**src/rtl/multicycle_control_pkg.sv**
```systemverilog
// Shared encodings for the multicycle MIPS control path: opcodes, functs, ALU
// and mux selects, FSM states, and the state-to-control decode.
package multicycle_control_pkg;

  localparam logic [5:0] OP_RTYPE = 6'h00;
  localparam logic [5:0] OP_J     = 6'h02;
  localparam logic [5:0] OP_BEQ   = 6'h04;
  localparam logic [5:0] OP_ADDI  = 6'h08;
  localparam logic [5:0] OP_LW    = 6'h23;
  localparam logic [5:0] OP_SW    = 6'h2B;

  localparam logic [5:0] FN_ADD = 6'h20;
  localparam logic [5:0] FN_SUB = 6'h22;
  localparam logic [5:0] FN_AND = 6'h24;
  localparam logic [5:0] FN_OR  = 6'h25;
  localparam logic [5:0] FN_SLT = 6'h2A;

  localparam logic [2:0] ALU_ADD = 3'b010;
  localparam logic [2:0] ALU_SUB = 3'b110;
  localparam logic [2:0] ALU_AND = 3'b000;
  localparam logic [2:0] ALU_OR  = 3'b001;
  localparam logic [2:0] ALU_SLT = 3'b111;

  localparam logic [1:0] SRCB_B      = 2'd0;
  localparam logic [1:0] SRCB_FOUR   = 2'd1;
  localparam logic [1:0] SRCB_IMM    = 2'd2;
  localparam logic [1:0] SRCB_IMM_SH = 2'd3;

  localparam logic [1:0] PCSRC_ALU    = 2'd0;
  localparam logic [1:0] PCSRC_ALUOUT = 2'd1;
  localparam logic [1:0] PCSRC_JUMP   = 2'd2;

  typedef enum logic [3:0] {
    S_IDLE   = 4'd0,
    S_FETCH  = 4'd1,
    S_DECODE = 4'd2,
    S_MEMADR = 4'd3,
    S_MEMRD  = 4'd4,
    S_MEMWB  = 4'd5,
    S_MEMWR  = 4'd6,
    S_EXEC   = 4'd7,
    S_ALUWB  = 4'd8,
    S_BRANCH = 4'd9,
    S_JUMP   = 4'd10,
    S_ADDIWB = 4'd11
  } state_e;

  typedef struct packed {
    logic       pc_write;
    logic       pc_write_cond;
    logic       i_or_d;
    logic       mem_read;
    logic       mem_write;
    logic       mem_to_reg;
    logic       reg_dst;
    logic       reg_write;
    logic       alu_src_a;
    logic [1:0] alu_src_b;
    logic [2:0] alu_op;
    logic [1:0] pc_source;
  } ctrl_t;

  // Fetch-time pc_write/ir_write depend on mem_ready and are added at the top.
  function automatic ctrl_t decode_ctrl(input state_e st, input logic [2:0] exec_op);
    ctrl_t c;
    c = '0;
    case (st)
      S_FETCH: begin
        c.mem_read  = 1'b1;
        c.alu_src_b = SRCB_FOUR;
        c.alu_op    = ALU_ADD;
        c.pc_source = PCSRC_ALU;
      end
      S_DECODE: begin
        c.alu_src_b = SRCB_IMM_SH;
        c.alu_op    = ALU_ADD;
      end
      S_MEMADR: begin
        c.alu_src_a = 1'b1;
        c.alu_src_b = SRCB_IMM;
        c.alu_op    = ALU_ADD;
      end
      S_MEMRD: begin
        c.mem_read = 1'b1;
        c.i_or_d   = 1'b1;
      end
      S_MEMWB: begin
        c.reg_write  = 1'b1;
        c.mem_to_reg = 1'b1;
      end
      S_MEMWR: begin
        c.mem_write = 1'b1;
        c.i_or_d    = 1'b1;
      end
      S_EXEC: begin
        c.alu_src_a = 1'b1;
        c.alu_src_b = SRCB_B;
        c.alu_op    = exec_op;
      end
      S_ALUWB: begin
        c.reg_write = 1'b1;
        c.reg_dst   = 1'b1;
      end
      S_BRANCH: begin
        c.alu_src_a     = 1'b1;
        c.alu_src_b     = SRCB_B;
        c.alu_op        = ALU_SUB;
        c.pc_write_cond = 1'b1;
        c.pc_source     = PCSRC_ALUOUT;
      end
      S_JUMP: begin
        c.pc_write  = 1'b1;
        c.pc_source = PCSRC_JUMP;
      end
      S_ADDIWB: begin
        c.reg_write = 1'b1;
      end
      default: c = '0;
    endcase
    return c;
  endfunction

endpackage

```
**src/rtl/multicycle_control_alu_decoder.sv**
```systemverilog
// R-type funct decode: ALU operation plus a flag for supported functs.
module multicycle_control_alu_decoder
  import multicycle_control_pkg::*;
(
  input  logic [5:0] funct_i,
  output logic [2:0] alu_op_o,
  output logic       funct_valid_o
);

  // Unsupported functs fall back to add so the ALU mux stays defined.
  always_comb begin
    alu_op_o      = ALU_ADD;
    funct_valid_o = 1'b1;
    case (funct_i)
      FN_ADD:  alu_op_o = ALU_ADD;
      FN_SUB:  alu_op_o = ALU_SUB;
      FN_AND:  alu_op_o = ALU_AND;
      FN_OR:   alu_op_o = ALU_OR;
      FN_SLT:  alu_op_o = ALU_SLT;
      default: begin
        alu_op_o      = ALU_ADD;
        funct_valid_o = 1'b0;
      end
    endcase
  end

endmodule

```
**src/rtl/multicycle_control.sv**
```systemverilog
// Moore sequencing FSM for a multicycle MIPS with a unified instruction/data
// memory; control outputs are registered alongside the state.
module multicycle_control
  import multicycle_control_pkg::*;
(
  input  logic       clk,
  input  logic       reset,
  input  logic [5:0] opcode,
  input  logic [5:0] funct,
  input  logic       mem_ready,
  output logic       pc_write,
  output logic       pc_write_cond,
  output logic       i_or_d,
  output logic       mem_read,
  output logic       mem_write,
  output logic       ir_write,
  output logic       mem_to_reg,
  output logic       reg_dst,
  output logic       reg_write,
  output logic       alu_src_a,
  output logic [1:0] alu_src_b,
  output logic [2:0] alu_op,
  output logic [1:0] pc_source,
  output logic       illegal,
  output logic [3:0] state
);

  state_e     state_q, state_d;
  logic       illegal_q, illegal_d;
  ctrl_t      ctrl_q;
  logic [2:0] exec_op_s;
  logic       funct_valid_s;
  logic       fetch_done_s;

  multicycle_control_alu_decoder u_alu_decoder (
    .funct_i       (funct),
    .alu_op_o      (exec_op_s),
    .funct_valid_o (funct_valid_s)
  );

  // Next-state selection and sticky illegal detection.
  always_comb begin
    state_d   = S_IDLE;
    illegal_d = illegal_q;
    case (state_q)
      S_IDLE:   state_d = S_FETCH;
      S_FETCH:  state_d = mem_ready ? S_DECODE : S_FETCH;
      S_DECODE: begin
        case (opcode)
          OP_LW, OP_SW, OP_ADDI: state_d = S_MEMADR;
          OP_RTYPE:              state_d = S_EXEC;
          OP_BEQ:                state_d = S_BRANCH;
          OP_J:                  state_d = S_JUMP;
          default: begin
            state_d   = S_IDLE;
            illegal_d = 1'b1;
          end
        endcase
      end
      S_MEMADR: begin
        case (opcode)
          OP_LW:   state_d = S_MEMRD;
          OP_SW:   state_d = S_MEMWR;
          OP_ADDI: state_d = S_ADDIWB;
          default: state_d = S_IDLE;
        endcase
      end
      S_MEMRD:  state_d = mem_ready ? S_MEMWB : S_MEMRD;
      S_MEMWB:  state_d = S_FETCH;
      S_MEMWR:  state_d = mem_ready ? S_FETCH : S_MEMWR;
      S_EXEC: begin
        if (funct_valid_s) begin
          state_d = S_ALUWB;
        end else begin
          state_d   = S_IDLE;
          illegal_d = 1'b1;
        end
      end
      S_ALUWB, S_BRANCH, S_JUMP, S_ADDIWB: state_d = S_FETCH;
      default:  state_d = S_IDLE;
    endcase
  end

  // State, sticky flag and control decode of the upcoming state.
  always_ff @(posedge clk) begin
    if (reset) begin
      state_q   <= S_IDLE;
      illegal_q <= 1'b0;
      ctrl_q    <= '0;
    end else begin
      state_q   <= state_d;
      illegal_q <= illegal_d;
      ctrl_q    <= decode_ctrl(state_d, exec_op_s);
    end
  end

  assign fetch_done_s  = (state_q == S_FETCH) && mem_ready;
  assign pc_write      = ctrl_q.pc_write | fetch_done_s;
  assign ir_write      = fetch_done_s;
  assign pc_write_cond = ctrl_q.pc_write_cond;
  assign i_or_d        = ctrl_q.i_or_d;
  assign mem_read      = ctrl_q.mem_read;
  assign mem_write     = ctrl_q.mem_write;
  assign mem_to_reg    = ctrl_q.mem_to_reg;
  assign reg_dst       = ctrl_q.reg_dst;
  assign reg_write     = ctrl_q.reg_write;
  assign alu_src_a     = ctrl_q.alu_src_a;
  assign alu_src_b     = ctrl_q.alu_src_b;
  assign alu_op        = ctrl_q.alu_op;
  assign pc_source     = ctrl_q.pc_source;
  assign illegal       = illegal_q;
  assign state         = state_q;

endmodule

```
**config.mk**
```make
export PLATFORM = sky130hd
export DESIGN_NAME = multicycle_control
export DESIGN_NICKNAME = d
export VERILOG_FILES = /design/src/rtl/multicycle_control_pkg.sv /design/src/rtl/multicycle_control_alu_decoder.sv /design/src/rtl/multicycle_control.sv
export SDC_FILE = /design/constraint.sdc
export NUM_CORES = 1
export LEC_CHECK = 0
export ABC_AREA = 1
export CORE_UTILIZATION = 46
export CTS_BUF_LIST = sky130_fd_sc_hd__clkbuf_8
export CTS_CLUSTER_SIZE = 24
export DETAILED_ROUTE_END_ITERATION = 10
export MAX_ROUTING_LAYER = met4
export PLACE_DENSITY = 0.81
export RECOVER_POWER = 25
export SETUP_SLACK_MARGIN = 0.02
export SYNTH_ARGS = -nofsm -noshare
export SYNTH_HDL_FRONTEND = slang
export SYNTH_SLANG_ARGS = --single-unit
```
**constraint.sdc**
```tcl
create_clock -name clk -period 1.8 [get_ports clk]
set_input_delay 0.27 -clock clk [delete_from_list [all_inputs] [get_ports clk]]
set_output_delay 0.27 -clock clk [all_outputs]
set_load 0.05 [all_outputs]
```
==> results of run 1 <==
-- power by group --
| group | internal (mW) | switching, mW |
|---|---|---|
| Sequential | 0.458 | 0.0117 |
| Clock | 0.296 | 0.144 |
| Combinational | 0.114 | 0.162 |
-- cells in the mapped netlist --
cell      count  area share, %
o21ai_0       3            1.4
inv_1        23            8.0
nand3_1      15            6.9
o211ai_2      1            1.2
nor3_4        1            1.5
nor2_1       38             13
a21oi_1       2           0.92
nand4_1       2            1.2
nor4_1        1           0.58
a21oi_2       1           0.81
o21bai_2      1            1.0
buf_4         7            4.9
inv_2         2           0.69
buf_1         1           0.35
nand2_1      34             12
or2_2         1           0.58
o211ai_1      1           0.69
nand2_2       5            2.9
o32ai_1       1           0.81
a311oi_1      1           0.81
dfxtp_1      20             37
nand3_2       2            1.8
o22ai_1       1           0.58
nor3_1        1           0.46
-- worst min path at each step --
stage | startpoint | to
after global placement | illegal | illegal
final | illegal | illegal
after detailed placement | illegal | illegal
after floorplan | funct[3] | alu_op[0]
after CTS | illegal | illegal
after global routing | illegal | illegal
-- stage by stage --
stage,cell area [um^2],util (%),hold WS (ns)
2_1_floorplan,1090,-,0.510
3_3_place_gp,1520,68.8,0.478
3_5_place_dp,1520,68.8,0.476
4_1_cts,1590,72.1,0.501
5_1_grt,1620,73.1,0.538
6_report,1620,73.1,0.506
-- cell usage in the layout (no fill, tap or decap), drive strengths merged --
master / synthesis / final
nor3: 2 / 2
clkbuf: 0 / 6
buf: 8 / 14
or2: 1 / 1
nor4: 1 / 1
a311oi: 1 / 1
clkinvlp: 0 / 1
nor2: 38 / 38
o21ai: 3 / 3
nand3: 17 / 17
bufinv: 0 / 1
o32ai: 1 / 1
nand2: 39 / 39
clkdlybuf4s50: 0 / 32
a21oi: 3 / 3
dfxtp: 20 / 20
inv: 25 / 24
o211ai: 2 / 2
o21bai: 1 / 1
o22ai: 1 / 1
nand4: 2 / 2
-- timing repair --
action	4_1_cts	5_1_grt
setup buffers	0	3
hold endpoints to repair	0	0
setup endpoints to repair	0	2
gates resized for setup	0	2
-- cells by family (layout without fill, tap and decap cells) --
logic type / Yosys count / in the layout / share of synthesized area [%]
AOI/OAI and AO/OA: 12 / 12 / 8.21
DFF: 20 / 20 / 37.0
and+or+nand+nor: 100 / 100 / 40.9
buffers and inverters: 33 / 78 / 13.9
-- per-layer routing --
| metal | up-vias | track usage, % |
|---|---|---|
| met4 | 0 | 7.41 |
| met5 | - | - |
| met1 | 539 | 25.0 |
| met3 | 4 | 1.82 |
| met2 | 41 | 45.3 |
| li1 | 599 | - |
-- cell type report --
| class | count | area, um^2 |
|---|---|---|
| clock inverters | 1 | 30.0 |
| multi-input cells | 112 | 542 |
| inverters | 25 | 97.6 |
| well taps | 28 | 35.0 |
| flip-flops and latches | 20 | 405 |
| clock buffers | 3 | 41.3 |
| fillers | 187 | 596 |
| repair buffers | 49 | 465 |
==> tab_implementation.tex, run 1 <==
\begin{tabular}{lr}
\hline
Metric & Value \\
\hline
\multicolumn{2}{l}{\textbf{Power}} \\
Worst IR Drop VDD & between 0.6 and 0.7 mV \\
LEAKAGE & 0.781 nW \\
Power density of the placed cells & 733 nW/um\^{}2 \\
Final total power & about 1.2 mW \\
\multicolumn{2}{l}{\textbf{Worst setup path}} \\
Critical path capture point & state[3] \\
Category of the critical setup timing path & reg -> out \\
Worst-path maximum fanout & 5 \\
Levels on crit path & 1 \\
Slowest cell on the critical path & clkdlybuf4s50\_1 \\
Launching element type of the critical path & flop \\
Reg2Reg Launch Point & state[3] \\
Critical path launch point & state[3] \\
Worst reg2reg path depth & 11 \\
Kind of cell adding the most delay to the critical path & buffers and inverters \\
CP Data Arrival Time & 1.44 ns \\
Maximum single-stage delay on the critical path & 0.81 ns \\
Register-to-register setup slack & 0.17 ns \\
Series of cell instances along the critical path & clkdlybuf4s50\_1 \\
Required arrival time at the worst endpoint & 1.53 ns \\
Worst flop-to-flop path endpoint & alu\_op[1] \\
Crit. End Element & primary output \\
Crit path buffers/inverters & 1 \\
\multicolumn{2}{l}{\textbf{Place}} \\
RD Place Congestion & 0.883 \\
Number of cells in the design after placement & 231 \\
Post-detail-place hpwl & between 2000 and 2500 um \\
Port bufs & 36 \\
Post-place setup slack & -0.0679 ns \\
\multicolumn{2}{l}{\textbf{Drt}} \\
Pre-antenna DRT Iters & 4 \\
Average wire per cell in the routed design & 11.7 um \\
Detailed-route wire length on metal 1 & 1160 um \\
Routed length on met3 & 98 um \\
Number of DRC violations after detailed routing & 0 \\
Detail Route Antenna Nets & 0 \\
Count of vias placed by the detailed router & 1183 \\
Routed length on met2 & 1500 um \\
Vias per cell & 4.97 \\
Top routing layer in use & met4 \\
First DRT Iteration DRCs & 21 \\
Total routed wirelength & 2800 um \\
\multicolumn{2}{l}{\textbf{Finish}} \\
Number of nets in the final layout & 226 \\
Cell Count, Final, Fillers Out & 238 \\
Total inserted antenna cells & 0 \\
Layout cell share with drive strength beyond 1 & between 10\% and 20\% \\
Synthesis-to-finish area growth & 49.4\% \\
Number of flip-flops in the largest register & 4 \\
\multicolumn{2}{l}{\textbf{Run}} \\
Max-capacitance violation count & 0 \\
\multicolumn{2}{l}{\textbf{Timing}} \\
Total negative setup slack & 0 ns \\
Max-slew violation count & 0 \\
Worst setup skew after layout & 0.00399 ns \\
Minimum clock period after layout & between 1.5 and 2 ns \\
Setup repair after global routing missed its margin & true \\
Maximum frequency from static timing analysis & 0.586 GHz \\
Fin crit share & 94.8\% \\
Final hold violations & 0 \\
Tightest Pin Transition & $\sim$0.60 ns \\
Max transition margin & 60.2\% \\
Total of endpoints with negative setup slack in the final report & 0 \\
Slack of the critical path & 0.0938 ns \\
\multicolumn{2}{l}{\textbf{Clock network}} \\
Hold-fix buffers, CTS & 0 \\
Maximum buffer depth of the clock tree & 2 \\
Deepest level of the CTS H-tree & 1 \\
Cts bufs inserted & 3 \\
Clock latency on the worst-skew pair & 0.25 ns \\
CTS tree & yes \\
TritonCTS sink count & 20 \\
Worst-path clk slew & 0.08 ns \\
Clock tree root buffer cell & clkbuf\_8 \\
\multicolumn{2}{l}{\textbf{Worst hold path}} \\
Class of the tightest hold or removal check & reg -> reg \\
Worst hold stages & 2 \\
\multicolumn{2}{l}{\textbf{GRT}} \\
Wire length of the first global-routing pass & between 4000 and 5000 um \\
Initial antenna violation count & 0 \\
Global Route Usage Sum & 23.5\% \\
Number of global-route vias before repair & 1127 \\
Largest net degree at the start of global routing & 13 \\
Remaining Overflow, GRT & 0 \\
\multicolumn{2}{l}{\textbf{Synth}} \\
Share of the yosys chip area belonging to registers & 37.0\% \\
Synthesized flop and latch total & 20 \\
Average size of a mapped cell & between 6 and 7 um\^{}2 \\
Warning count from the yosys run & 0 \\
Number of instances in the synthesized netlist & 165 \\
Post-synth design cell area & around 1100 um\^{}2 \\
Post-Syn Nets & 180 \\
Number of distinct standard cells referenced by the synthesized netlist & 24 \\
\multicolumn{2}{l}{\textbf{Floorplan}} \\
Starting utilization of the core area & 48.9\% \\
Overall die area & 2550 um\^{}2 \\
Number of top-level pins & 37 \\
Row count & 17 \\
Die boundary width & 50.5 um \\
Core Footprint & 2210 um\^{}2 \\
Chip height & 50.5 um \\
\multicolumn{2}{l}{\textbf{Run status}} \\
Run status & finished, final reports clean \\
\hline
\end{tabular}
Note: power is estimated with default switching activity, not from simulation.
==> run 2, diff against run 1 <==
Settings changed: CTS_CLUSTER_DIAMETER set to 100, PLACE_DENSITY 0.81 to not set, PLACE_DENSITY_LB_ADDON set to 0.15.
Clock period 1.8 ns to 1.7 ns, I/O delays scaled along.
==> run 2 against run 1 <==
Against the previous run:
- final cell count rose by 8.0%
- critical endpoint is now pc_write
- clock-buffer cell count did not move
- core utilization rose by 7.1 points
- clock skew rose by 0.0021 ns
- sequential cell count did not move
- critical path depth rose by 6
- sequential power rose by 4.7%
- non-clock buffer count rose by 19
- hold slack improved by 0.0044 ns
- setup slack got worse by 0.057 ns
==> tab_implementation.tex, run 2 (synthesis gave the netlist of run 1 again) <==
\begin{tabular}{lr}
\hline
Metric & Value \\
\hline
\multicolumn{2}{l}{\textbf{Floorplan}} \\
Starting utilization of the core area & 48.9\% (unchanged) \\
Row count & 17 (unchanged) \\
Die boundary width & 50.5 um (unchanged) \\
Overall die area & 2550 um\^{}2 (unchanged) \\
Core Footprint & 2210 um\^{}2 (unchanged) \\
Number of top-level pins & 37 (unchanged) \\
Chip height & 50.5 um (unchanged) \\
\multicolumn{2}{l}{\textbf{Drt}} \\
Average wire per cell in the routed design & 12.3 um (+4.9\%) \\
Pre-antenna DRT Iters & 4 (unchanged) \\
Number of DRC violations after detailed routing & 0 (unchanged) \\
Count of vias placed by the detailed router & 1282 (+8.4\%) \\
First DRT Iteration DRCs & 28 (+33\%) \\
Vias per cell & 4.99 (+0.36\%) \\
Detail Route Antenna Nets & 0 (unchanged) \\
Total routed wirelength & 3170 um (+13\%) \\
\multicolumn{2}{l}{\textbf{Timing}} \\
Worst setup skew after layout & 0.00609 ns (+0.00210 ns) \\
Minimum clock period after layout & 1.66 ns \\
Setup repair after global routing missed its margin & true \\
Final hold violations & 0 (unchanged) \\
Fin crit share & 97.8\% \\
Max transition margin & 60.2\% (about the same) \\
Maximum frequency from static timing analysis & 0.601 GHz \\
Tightest Pin Transition & 0.599 ns (+0.000155 ns) \\
Slack of the critical path & 0.0371 ns (-0.0567 ns) \\
Max-slew violation count & 0 (unchanged) \\
Total of endpoints with negative setup slack in the final report & 0 (unchanged) \\
Total negative setup slack & 0 ns (unchanged) \\
\multicolumn{2}{l}{\textbf{Power}} \\
LEAKAGE & 0.898 nW (+15\%) \\
Worst IR Drop VDD & 0.545 mV (-17\%) \\
Power density of the placed cells & 736 nW/um\^{}2 (+0.42\%) \\
Final total power & 1.30 mW (+10\%) \\
\multicolumn{2}{l}{\textbf{GRT}} \\
Number of global-route vias before repair & 1189 (+5.5\%) \\
Global Route Usage Sum & 25.9\% (+2.4 points) \\
Initial antenna violation count & 0 (unchanged) \\
Wire length of the first global-routing pass & 4770 um (+7.6\%) \\
Largest net degree at the start of global routing & 13 (unchanged) \\
Remaining Overflow, GRT & 0 (unchanged) \\
\multicolumn{2}{l}{\textbf{Clock network}} \\
Cts bufs inserted & 3 (unchanged) \\
CTS tree & yes \\
Worst-path clk slew & 0.08 ns (about the same) \\
Clock tree root buffer cell & clkbuf\_8 \\
TritonCTS sink count & 20 (unchanged) \\
Deepest level of the CTS H-tree & 1 (unchanged) \\
Clock latency on the worst-skew pair & 0.26 ns (about the same) \\
Maximum buffer depth of the clock tree & 2 (unchanged) \\
\multicolumn{2}{l}{\textbf{Finish}} \\
Synthesis-to-finish area growth & 63.8\% \\
Sequential cell area in the final layout & 413 um\^{}2 (+1.9\%) \\
Filler instances & 169 (-9.6\%) \\
Number of nets in the final layout & 245 (+8.4\%) \\
Number of flip-flops in the largest register & 4 (unchanged) \\
Leading cell type in the layout, fill and taps excluded & buf\_4 \\
Total inserted antenna cells & 0 (unchanged) \\
Commonest cells after routing, fill and taps aside & 43 x buf\_4, 33 x nor2\_1, 26 x nand2\_1, 18 x inv\_1, 16 x dfxtp\_1 \\
Layout cell share with drive strength beyond 1 & 38.4\% (+19 points) \\
Area used by multi-input combinational logic & 612 um\^{}2 (+13\%) \\
\multicolumn{2}{l}{\textbf{Worst hold path}} \\
Class of the tightest hold or removal check & reg -> reg \\
Worst hold stages & 2 (unchanged) \\
\multicolumn{2}{l}{\textbf{Worst setup path}} \\
Required arrival time at the worst endpoint & 1.44 ns (-0.09 ns) \\
Worst-path maximum fanout & 3 (-2) \\
Crit. End Element & primary output \\
Category of the critical setup timing path & reg -> out \\
CP Data Arrival Time & 1.41 ns (-0.03 ns) \\
Worst reg2reg path depth & 10 (-1) \\
Register-to-register setup slack & 0.04 ns (-0.13 ns) \\
Launching element type of the critical path & flop \\
\multicolumn{2}{l}{\textbf{Place}} \\
RD Place Congestion & 0.850 (-3.7\%) \\
Post-place setup slack & -0.230 ns (-0.162 ns) \\
Post-detail-place hpwl & 2230 um (+2.8\%) \\
Port bufs & 36 (unchanged) \\
\multicolumn{2}{l}{\textbf{Run status}} \\
Run status & finished, final reports clean \\
\multicolumn{2}{l}{\textbf{Run}} \\
Max-capacitance violation count & 0 (unchanged) \\
\hline
\end{tabular}
## run 2: cell types whose count changed in the layout (fill, tap and decap cells not counted), moves of 2 or more
| cell | change |
|---|---|
| nand2_1 | -8 |
| dfxtp_4 | +3 |
| buf_4 | +31 |
| nor2_4 | +2 |
| nand2_2 | +7 |
| clkdlybuf4s50_1 | -20 |
| inv_1 | -4 |
| dfxtp_2 | -3 |
| clkbuf_1 | +7 |
| dlymetal6s2s_1 | +2 |
| inv_2 | +3 |
| nor2_2 | +2 |
| nor2_1 | -4 |
## run 2: worst paths after layout
path,startpoint,end
max,state[0],pc_write
min,illegal,illegal
max reg2reg,state[0],alu_op[0]
min reg2reg,illegal,illegal
## run 2: metal layers
metal	track usage [%]	vias to the layer above	routed length [um]
met2	47.6	61	1720
li1	-	645	-
met3	3.64	9	137
met1	26.4	567	1220
met4	13.9	0	88
met5	-	-	0
## run 2: layout make-up
cell class / instances / area share (%)
clock buffer: 3 / 2.33
clock inverter: 1 / 1.69
inverter: 25 / 5.65
multi-input combinational: 112 / 34.5
sequential: 20 / 23.3
tap: 28 / 1.98
timing repair buffer: 68 / 30.6
## run 2: per-stage QoR
| stage | cell area, um^2 | std cells | util, % | hold WS (ns) |
|---|---|---|---|---|
| after floorplan | 1100 | 165 | - | 0.495 |
| after global placement | 1600 | 247 | 72.3 | 0.476 |
| after detailed placement | 1600 | 247 | 72.3 | 0.480 |
| after CTS | 1690 | 253 | 76.5 | 0.511 |
| after global routing | 1770 | 257 | 80.1 | 0.559 |
| final | 1770 | 257 | 80.1 | 0.511 |
## run 2: power breakdown
group / internal [mW] / switching, mW
combinational: 0.145 / 0.195
clock: 0.314 / 0.159
sequential: 0.482 / 0.00945
## run 2: critical path, stage by stage, from the launching register on
cell and delay (ns):
dfxtp_4 0.36, inv_4 0.05, nor2_1 0.04, nand3_1 0.11, buf_4 0.13, clkinvlp_4 0.07, or2_4 0.23, buf_12 0.15
## run 2: what timing repair did
| action | CTS | global route |
|---|---|---|
| pin swaps | 2 | 9 |
| endpoints found under the setup margin | 3 | 14 |
| gates resized for setup | 4 | 27 |
| hold buffers | 0 | 0 |
| setup buffers | 2 | 4 |
| hold endpoints to repair | 0 | 0 |
| gates cloned | 0 | 0 |
